--- src/rtl/shift_unit.sv ---
// rtl/shift_unit.sv - 8-bit multi-cycle shifter; optional rotate build via SHIFT_ROTATE_EN
module shift_bit1 (
    input  logic [7:0] din,
    input  logic       dir,
    input  logic       fill_en,
    output logic [7:0] dout,
    output logic       shift_out
);
    always_comb begin
        if (dir) begin
            shift_out = din[7];
            dout      = {din[6:0], fill_en & din[7]};
        end else begin
            shift_out = din[0];
            dout      = {fill_en & din[0], din[7:1]};
        end
    end
endmodule

module shift_unit (
    input  logic       clk,
    input  logic       rst,
    input  logic       start,
    input  logic       dir,
    input  logic [2:0] amount,
    input  logic [7:0] data_in,
`ifdef SHIFT_ROTATE_EN
    input  logic       rot,
`endif
    output logic       busy,
    output logic       done,
    output logic [7:0] result,
    output logic       carry
);
    typedef enum logic [1:0] {IDLE, SHIFT, DONE} state_t;

    state_t     state, next_state;
    logic [7:0] acc;
    logic [2:0] cnt;
    logic       dir_q;
    logic       rot_q;
    logic       carry_q;
    logic       rot_in;
    logic [7:0] sh_data;
    logic       sh_out;

`ifdef SHIFT_ROTATE_EN
    assign rot_in = rot;
`else
    assign rot_in = 1'b0;
`endif

    shift_bit1 u_shift_bit1 (
        .din       (acc),
        .dir       (dir_q),
        .fill_en   (rot_q),
        .dout      (sh_data),
        .shift_out (sh_out)
    );

    always_ff @(posedge clk) begin
        if (rst) begin
            state   <= IDLE;
            acc     <= 8'h00;
            cnt     <= 3'd0;
            dir_q   <= 1'b0;
            rot_q   <= 1'b0;
            carry_q <= 1'b0;
        end else begin
            state <= next_state;
            case (state)
                IDLE: begin
                    if (start) begin
                        acc     <= data_in;
                        dir_q   <= dir;
                        rot_q   <= rot_in;
                        cnt     <= amount;
                        carry_q <= 1'b0;
                    end
                end
                SHIFT: begin
                    acc     <= sh_data;
                    carry_q <= sh_out;
                    cnt     <= cnt - 3'd1;
                end
                default: ;
            endcase
        end
    end

    // A zero count skips SHIFT so done follows the sampling edge directly
    always_comb begin
        next_state = state;
        case (state)
            IDLE: begin
                if (start) begin
                    next_state = (amount == 3'd0) ? DONE : SHIFT;
                end
            end
            SHIFT: begin
                if (cnt == 3'd1) begin
                    next_state = DONE;
                end
            end
            DONE:    next_state = IDLE;
            default: next_state = IDLE;
        endcase
    end

    assign busy   = (state != IDLE);
    assign done   = (state == DONE);
    assign result = acc;
    assign carry  = carry_q;
endmodule

--- config.mk ---
export PLATFORM = sky130hd
export DESIGN_NAME = shift_unit
export DESIGN_NICKNAME = d
export VERILOG_FILES = /design/src/rtl/shift_unit.sv
export SDC_FILE = /design/constraint.sdc
export NUM_CORES = 1
export LEC_CHECK = 0
export ABC_AREA = 1
export CAP_MARGIN = 0
export CORE_AREA = 2 2 41 43
export DETAILED_ROUTE_END_ITERATION = 10
export DIE_AREA = 0 0 43 45
export DONT_BUFFER_PORTS = 1
export MAX_ROUTING_LAYER = met4
export PLACE_DENSITY = 0.83
export SYNTH_ARGS = -nofsm -noshare
export SYNTH_HDL_FRONTEND = slang
export SYNTH_SLANG_ARGS = --single-unit
export TNS_END_PERCENT = 5
--- constraint.sdc ---
create_clock -name clk -period 2.45 [get_ports clk]
set_input_delay 0.1225 -clock clk [delete_from_list [all_inputs] [get_ports clk]]
set_output_delay 0.1225 -clock clk [all_outputs]
set_load 0.01 [all_outputs]
==> metrics, run 1 <==
Syn Std Cell Area=886 sq um; Clock Sinks=15; slowest stage cell, crit path=o21ai_4; CTS tree=built; Pins Over Slew Limit=0; setup TNS=0 ps; Via Count=854; Core Util, Final=0.626; worst skew pair latency=290 ps; Syn Nets=161; EDFF count, synth=0; max incr delay on CP=430 ps; CP Class=reg2reg; Die Y=45 um; DIE WIDTH=43 um; HP Class=in2reg; Area contributors post-synth=dfxtp_1, nand2_1, inv_1; Bufs and invs on worst path=2; Synth Instances=144; synth warn=0; CTS Buf Count=3; DRC violations left=0; max_slew headroom=0.703; post_cts resized=0; Critical Path Start Type=register; Via density=5.27; Worst Max-Slew Pin Slew=444 ps; Clock transition at path regs=80 ps; CP cell instances=o21ai_4 -> inv_2 -> nand3_1 -> nand2_1 -> inv_1; Post-Synth Simple-Gate Area=0.376; Critical Path AT=1460 ps; worst vdd ir=405 uV; Routed WL=1880 um; Core Area=1470 sq um; Synth top area share=0.339; row count=14; Root Buffer=clkbuf_4; Antenna Violating Nets Remaining=0; n_diodes=0; critical path depth=5; Peak Freq=824 MHz; CP delay by family, top=compound AO/OA/AOI/OAI gates; DRT iter0 DRCs=21; XOR/XNOR share of the synthesized area=0; Synth area leader=dfxtp_1; vias in the first global route=745; Syn Area/Cell=6.15 sq um; first drt pass iteration count=4; max cap viols=0; share of layout cells above drive strength 1=0.0616; Post-synth top cells=nand2_1, inv_1, nand3_1; Critical Path RT=2690 ps; # nets final=164; pwr dens=680 nW/um^2; unrepaired setup endpoints after global routing=no; # setup viols final=0; Layout area overhead=3.95%; main combinational cell family by area after synthesis=simple AND/OR/NAND/NOR gates; count of unique library cells instantiated by Yosys=18; GRT Total Usage=0.231; number of top-level pins=26; Adder-Cell Fraction of Synth Area=0.0282; reg2reg path depth=5; initial antenna violation count=0; total die area=1940 sq um; pin count of the biggest net entering global routing=18; buffers added on ports=0; Async SR Flop Fraction=0; Crit. End Element=register; most frequent cell after synthesis=nand2_1; post-synthesis mux area share=0; Post-synth top flop=dfxtp_1; WL/cell=11.6 um; Compound-Gate Fraction of Synth Area=0.112; initial cell density of the core=0.602; GPL Wtd Cong=0.830; Worst Path Max Fanout=17; Pleak=0.489 nW; Clock Path Buffers=2; outcome=complete, no violations; number of synthesized register bits=15; hold_ws=2.97 ps; final hold vios=0; post-synthesis sequential area ratio=0.339; final worst path period share=0.496; worst hold path depth=2; post-CTS setup buffers=0; hpwl dp=1310 um; Remaining Overflow, GRT=0; first-pass GRT wire length=3180 um; Final min period=1210 ps; Final Skew=4.90 ps; H-tree lvl count=1
cell type report:
class | instances | area [sq um]
clock buffer | 4 | 26.3
tap | 16 | 20.0
timing repair buffer | 2 | 20.0
inverter | 26 | 97.6
multi-input combinational | 99 | 457
fill | 152 | 551
sequential | 15 | 300
metal layers:
| layer | share of wire | vias to the layer above | global-route usage |
|---|---|---|---|
| li1 | - | 451 | - |
| met1 | 0.45 | 370 | 0.283 |
| met2 | 0.43 | 28 | 0.352 |
| met3 | 0.096 | 5 | 0.0800 |
| met4 | 0.020 | 0 | 0.0909 |
| met5 | 0 | - | - |
cells by family (layout without fill, tap and decap cells):
| kind of cell | count (synthesis) | in the layout |
|---|---|---|
| buffers and inverters | 30 | 32 |
| adders and majority gates | 2 | 2 |
| and+or+nand+nor | 80 | 80 |
| AOI/OAI and AO/OA | 17 | 17 |
| DFF | 15 | 15 |
through the flow:
stage | cell area (sq um) | instances | setup WS, ps | power, mW
finish | 921 | 162 | 1240 | 0.626
global route | 921 | 162 | 1130 | 0.673
CTS | 921 | 162 | 1250 | 0.629
global placement | 875 | 156 | 1320 | 0.475
detailed placement | 875 | 156 | 1260 | 0.481
floorplan | 886 | 144 | 1420 | 0.459
where the power goes:
part	leakage, nW	internal [mW]	switching (mW)
Combinational	0.350	0.0598	0.110
Clock	0.0150	0.0635	0.0820
Sequential	0.124	0.274	0.0364
Total	0.489	0.397	0.229
final timing paths:
| check | start | end | slack, ps |
|---|---|---|---|
| max | state[0] | result[2] | 1240 |
| min | start | state[1] | 3 |
| max reg2reg | state[0] | result[2] | 1240 |
| min reg2reg | carry | carry | 520 |
registers in the layout, indices dropped and copies added, names as in the netlist:
signal	cells
carry	1
state	2
dir_q	1
cnt	3
result	8
cells in the final DEF, fill, tap and decap left out:
cell / synthesis / routed
nand2_1: 49 / 49
nor2_1: 11 / 11
o211ai_1: 1 / 1
o21ai_0: 1 / 1
clkbuf_4: 0 / 3
inv_2: 3 / 3
o21ai_1: 3 / 3
nor3_1: 1 / 1
nand2_2: 1 / 1
dfxtp_1: 15 / 15
inv_1: 23 / 23
ha_1: 2 / 2
dlygate4sd3_1: 0 / 2
o21ai_4: 1 / 1
a21oi_1: 11 / 11
nor2_4: 1 / 1
nand3_1: 17 / 17
clkbuf_1: 1 / 1
repair_timing:
| item | in CTS | in global routing |
|---|---|---|
| hold buffers | 2 | 0 |
| setup endpoints to repair | 0 | 0 |
| hold endpoints to repair | 9 | 0 |
No activity file was read; power rests on OpenSTA's default activity.
==> inputs of run 2 (changes only) <==
==> config.mk (replaced) <==
export PLATFORM = sky130hd
export DESIGN_NAME = shift_unit
export DESIGN_NICKNAME = d
export VERILOG_FILES = /design/src/rtl/shift_unit.sv
export SDC_FILE = /design/constraint.sdc
export NUM_CORES = 1
export LEC_CHECK = 0
export ABC_AREA = 0
export CAP_MARGIN = 0
export CORE_AREA = 2 2 44 46
export DETAILED_ROUTE_END_ITERATION = 10
export DIE_AREA = 0 0 46 48
export DONT_BUFFER_PORTS = 1
export MAX_ROUTING_LAYER = met4
export PLACE_DENSITY = 0.76
export SYNTH_ARGS = -nofsm -noshare
export SYNTH_HDL_FRONTEND = slang
export SYNTH_SLANG_ARGS = --single-unit
export TNS_END_PERCENT = 5
==> constraint.sdc (replaced) <==
create_clock -name clk -period 1 [get_ports clk]
set_input_delay 0.05 -clock clk [delete_from_list [all_inputs] [get_ports clk]]
set_output_delay 0.05 -clock clk [all_outputs]
set_load 0.01 [all_outputs]
==> run 2 against run 1 <==
Flip-flop and latch count unchanged. Total power rose to 2.6 times the previous value. Count of clock-buffer cells in the layout shrank 1. Worst hold slack got worse by 200 ps. Clock power up 150%. Utilization rose by 4.7 points. The run now ends with negative hold slack, negative setup slack left. Sequential power increased by 130%. Global-route usage shrank 0.38 points.
==> metrics, run 2 <==
outcome=complete, but fails checks (was complete, no violations); violated checks=negative hold slack, negative setup slack; Via density=6.05 (was 5.27); WL/cell=17.0 um (was 11.6 um); total design power=1.63 mW (was 0.626 mW); row count=15 (was 14); total die area=2210 sq um (was 1940 sq um); post-synthesis sequential area ratio=0.347 (was 0.339); initial antenna violation count=0 (unchanged); unrepaired setup endpoints after global routing=yes (was no); Final Skew=2.77 ps (was 4.90 ps); Multi-input gate area=572 sq um (was 457 sq um); Synth top area share=0.347 (was 0.339); worst skew pair latency=280 ps (was 290 ps); Post-synth top cells=dfxtp_1, nand2_1, nand2b_1 (was nand2_1, inv_1, nand3_1); Reg area=309 sq um (was 300 sq um); buffers added on ports=0 (unchanged); Layout area overhead=31.2% (was 3.95%); Syn Area/Cell=9.31 sq um (was 6.15 sq um); pwr dens=1430 nW/um^2 (was 680 nW/um^2); GRT Total Usage=0.227 (was 0.231); fin area=1140 sq um (was 921 sq um); max FFs per register=8 (unchanged); Async SR Flop Fraction=0 (unchanged); # setup viols final=17 (was 0); count of unique library cells instantiated by Yosys=33 (was 18); Critical Path AT=1390 ps (was 1460 ps); reg-to-reg setup timing slack=-210 ps (was 1240 ps); Routed WL=2230 um (was 1880 um); final worst path period share=1.21 (was 0.496); most common cell after layout, fill and taps aside=buf_4 (was nand2_1); Via Count=793 (was 854); DRT iter0 DRCs=16 (was 21); DRC violations left=0 (unchanged); Antenna Violating Nets Remaining=0 (unchanged); number of top-level pins=26 (unchanged); Die Y=48 um (was 45 um); beginning of the critical path=state[0] (unchanged); worst vdd ir=1090 uV (was 405 uV); Root Buffer=clkbuf_4 (unchanged); Pleak=0.446 nW (was 0.489 nW); CP Class=reg2reg (unchanged); worst hold path depth=1 (was 2); max incr delay on CP=410 ps (was 430 ps); Clock transition at path regs=100 ps (was 80 ps); hold endpoint=cnt[0] (was state[1]); HP Class=in2reg (unchanged); H-tree lvl count=1 (unchanged); # nets final=132 (was 164); most frequent cell after synthesis=dfxtp_1 (was nand2_1); number of synthesized register bits=15 (unchanged); GPL Wtd Cong=0.861 (was 0.830); vias in the first global route=772 (was 745); Crit. End Element=register (unchanged); FF-to-FF Start=state[0] (unchanged); initial cell density of the core=0.513 (was 0.602); # hold bufs at CTS=1 (was 2); max cap viols=0 (unchanged); Clock Sinks=15 (unchanged); most frequent cells in the layout=buf_4, nand2_1, dfxtp_1, nand2b_1 (was nand2_1, inv_1, nand3_1, dfxtp_1); hold_ws=-193 ps (was 2.97 ps); CP cell instances=buf_6 -> or3b_4 -> o21ai_2 -> a211oi_2 (was o21ai_4 -> inv_2 -> nand3_1 -> nand2_1 -> inv_1); fillers=125 (was 152); Peak Freq=824 MHz (about the same); DIE WIDTH=46 um (was 43 um); Final min period=1210 ps (about the same); Core Area=1690 sq um (was 1470 sq um); synth warn=0 (unchanged); Synth Instances=93 (was 144); Syn Std Cell Area=866 sq um (was 886 sq um); pin count of the biggest net entering global routing=11 (was 18); CTS tree=built (unchanged); CTS Buf Count=3 (unchanged); Worst Path Max Fanout=4 (was 17); final hold vios=7 (was 0); EDFF count, synth=0 (unchanged); Critical Path RT=1180 ps (was 2690 ps); Area contributors post-synth=dfxtp_1, a32o_1, mux2i_1 (was dfxtp_1, nand2_1, inv_1); Worst Max-Slew Pin Slew=279 ps (was 444 ps); Critical Path Start Type=register (unchanged); first-pass GRT wire length=3390 um (was 3180 um); n_diodes=0 (unchanged); Post-synth top flop=dfxtp_1 (unchanged); hold_sp=rst (was start); share of layout cells above drive strength 1=0.412 (was 0.0616); Remaining Overflow, GRT=0 (unchanged); Final WS setup=-213 ps (was 1240 ps); max_slew headroom=0.814 (was 0.703); Syn Nets=110 (was 161); Pins Over Slew Limit=0 (unchanged); RR Endpoint=cnt[0] (was result[2]); hpwl dp=1570 um (was 1310 um); Synth area leader=dfxtp_1 (unchanged); reg2reg path depth=4 (was 5); slowest stage cell, crit path=or3b_4 (was o21ai_4); dpl cell area=1020 sq um (was 875 sq um); first drt pass iteration count=4 (unchanged); Clock Path Buffers=2 (unchanged)
run 2: cell count changes after synthesis, moves of 3 or more:
| cell | before | now |
|---|---|---|
| a21oi_1 | 11 | 4 |
| a32o_1 | 0 | 6 |
| inv_1 | 23 | 4 |
| inv_2 | 3 | 0 |
| mux2i_1 | 0 | 6 |
| nand2_1 | 49 | 10 |
| nand2b_1 | 0 | 7 |
| nand3_1 | 17 | 2 |
| nand3b_1 | 0 | 4 |
| nor2_1 | 11 | 1 |
| nor2b_1 | 0 | 3 |
run 2: how the worst max path moves through the flow:
stage	end	slack, ps	cells after the start
finish	cnt[0]	-210	4
global route	cnt[0]	-260	4
CTS	busy	-220	3
detailed placement	result[4]	-190	3
global placement	result[6]	-160	3
floorplan	cnt[0]	-70	3
run 2: timing repair:
item                                    4_1_cts  5_1_grt
setup buffers                                 1        1
endpoints found under the setup margin       17       17
resized for setup                            13        6
hold endpoints to repair                      9        7
pin swaps                                     7        3
run 2: final cells by class:
class	count	share of cell area
clock buffers	3	0.0198
clock inverters	1	0.00441
inverters	4	0.0132
multi-input cells	69	0.503
flip-flops and latches	15	0.272
well taps	17	0.0187
repair buffers	22	0.169
run 2: per-layer routing:
metal  vias to the layer above  GRT usage  part of all wire
met3                         6     0.0566             0.041
met1                       377      0.262              0.42
met5                         -          -                 0
met2                        30      0.369              0.51
li1                        380          -                 -
met4                         0      0.103             0.023
run 2: cells by family (layout without fill, tap and decap cells):
| family | after synthesis | in the layout | share of synthesized area |
|---|---|---|---|
| flip-flops | 15 | 15 | 0.347 |
| AO/OA/AOI/OAI | 24 | 24 | 0.224 |
| AND/OR/NAND/NOR | 36 | 36 | 0.256 |
| multiplexers | 7 | 7 | 0.0824 |
| buffers and inverters | 9 | 30 | 0.0621 |
| adder cells (fa/ha/maj) | 2 | 2 | 0.0289 |
run 2: per-stage QoR:
| stage | utilization | std cells | setup WS, ps | hold slack [ps] | TNS [ps] |
|---|---|---|---|---|---|
| global route | 0.673 | 131 | -260 | -219 | -2760 |
| CTS | 0.660 | 130 | -224 | -194 | -2000 |
| finish | 0.673 | 131 | -213 | -193 | -1970 |
| global placement | 0.607 | 124 | -156 | 110 | -1240 |
| floorplan | - | 93 | -70.7 | 186 | -478 |
| detailed placement | 0.607 | 124 | -186 | 113 | -1570 |
run 2: critical path: cells and delay by family (launching register included):
kind                   cells  cell delay, ps
buffers and inverters      1             130
AO/OA/AOI/OAI              2             200
AND/OR/NAND/NOR            1             410
flip-flops                 1             370
run 2: power by group:
| part | internal (mW) | switching, mW | total, mW |
|---|---|---|---|
| Combinational | 0.297 | 0.247 | 0.544 |
| Sequential | 0.666 | 0.0625 | 0.728 |
| Clock | 0.148 | 0.208 | 0.357 |
| Total | 1.11 | 0.518 | 1.63 |
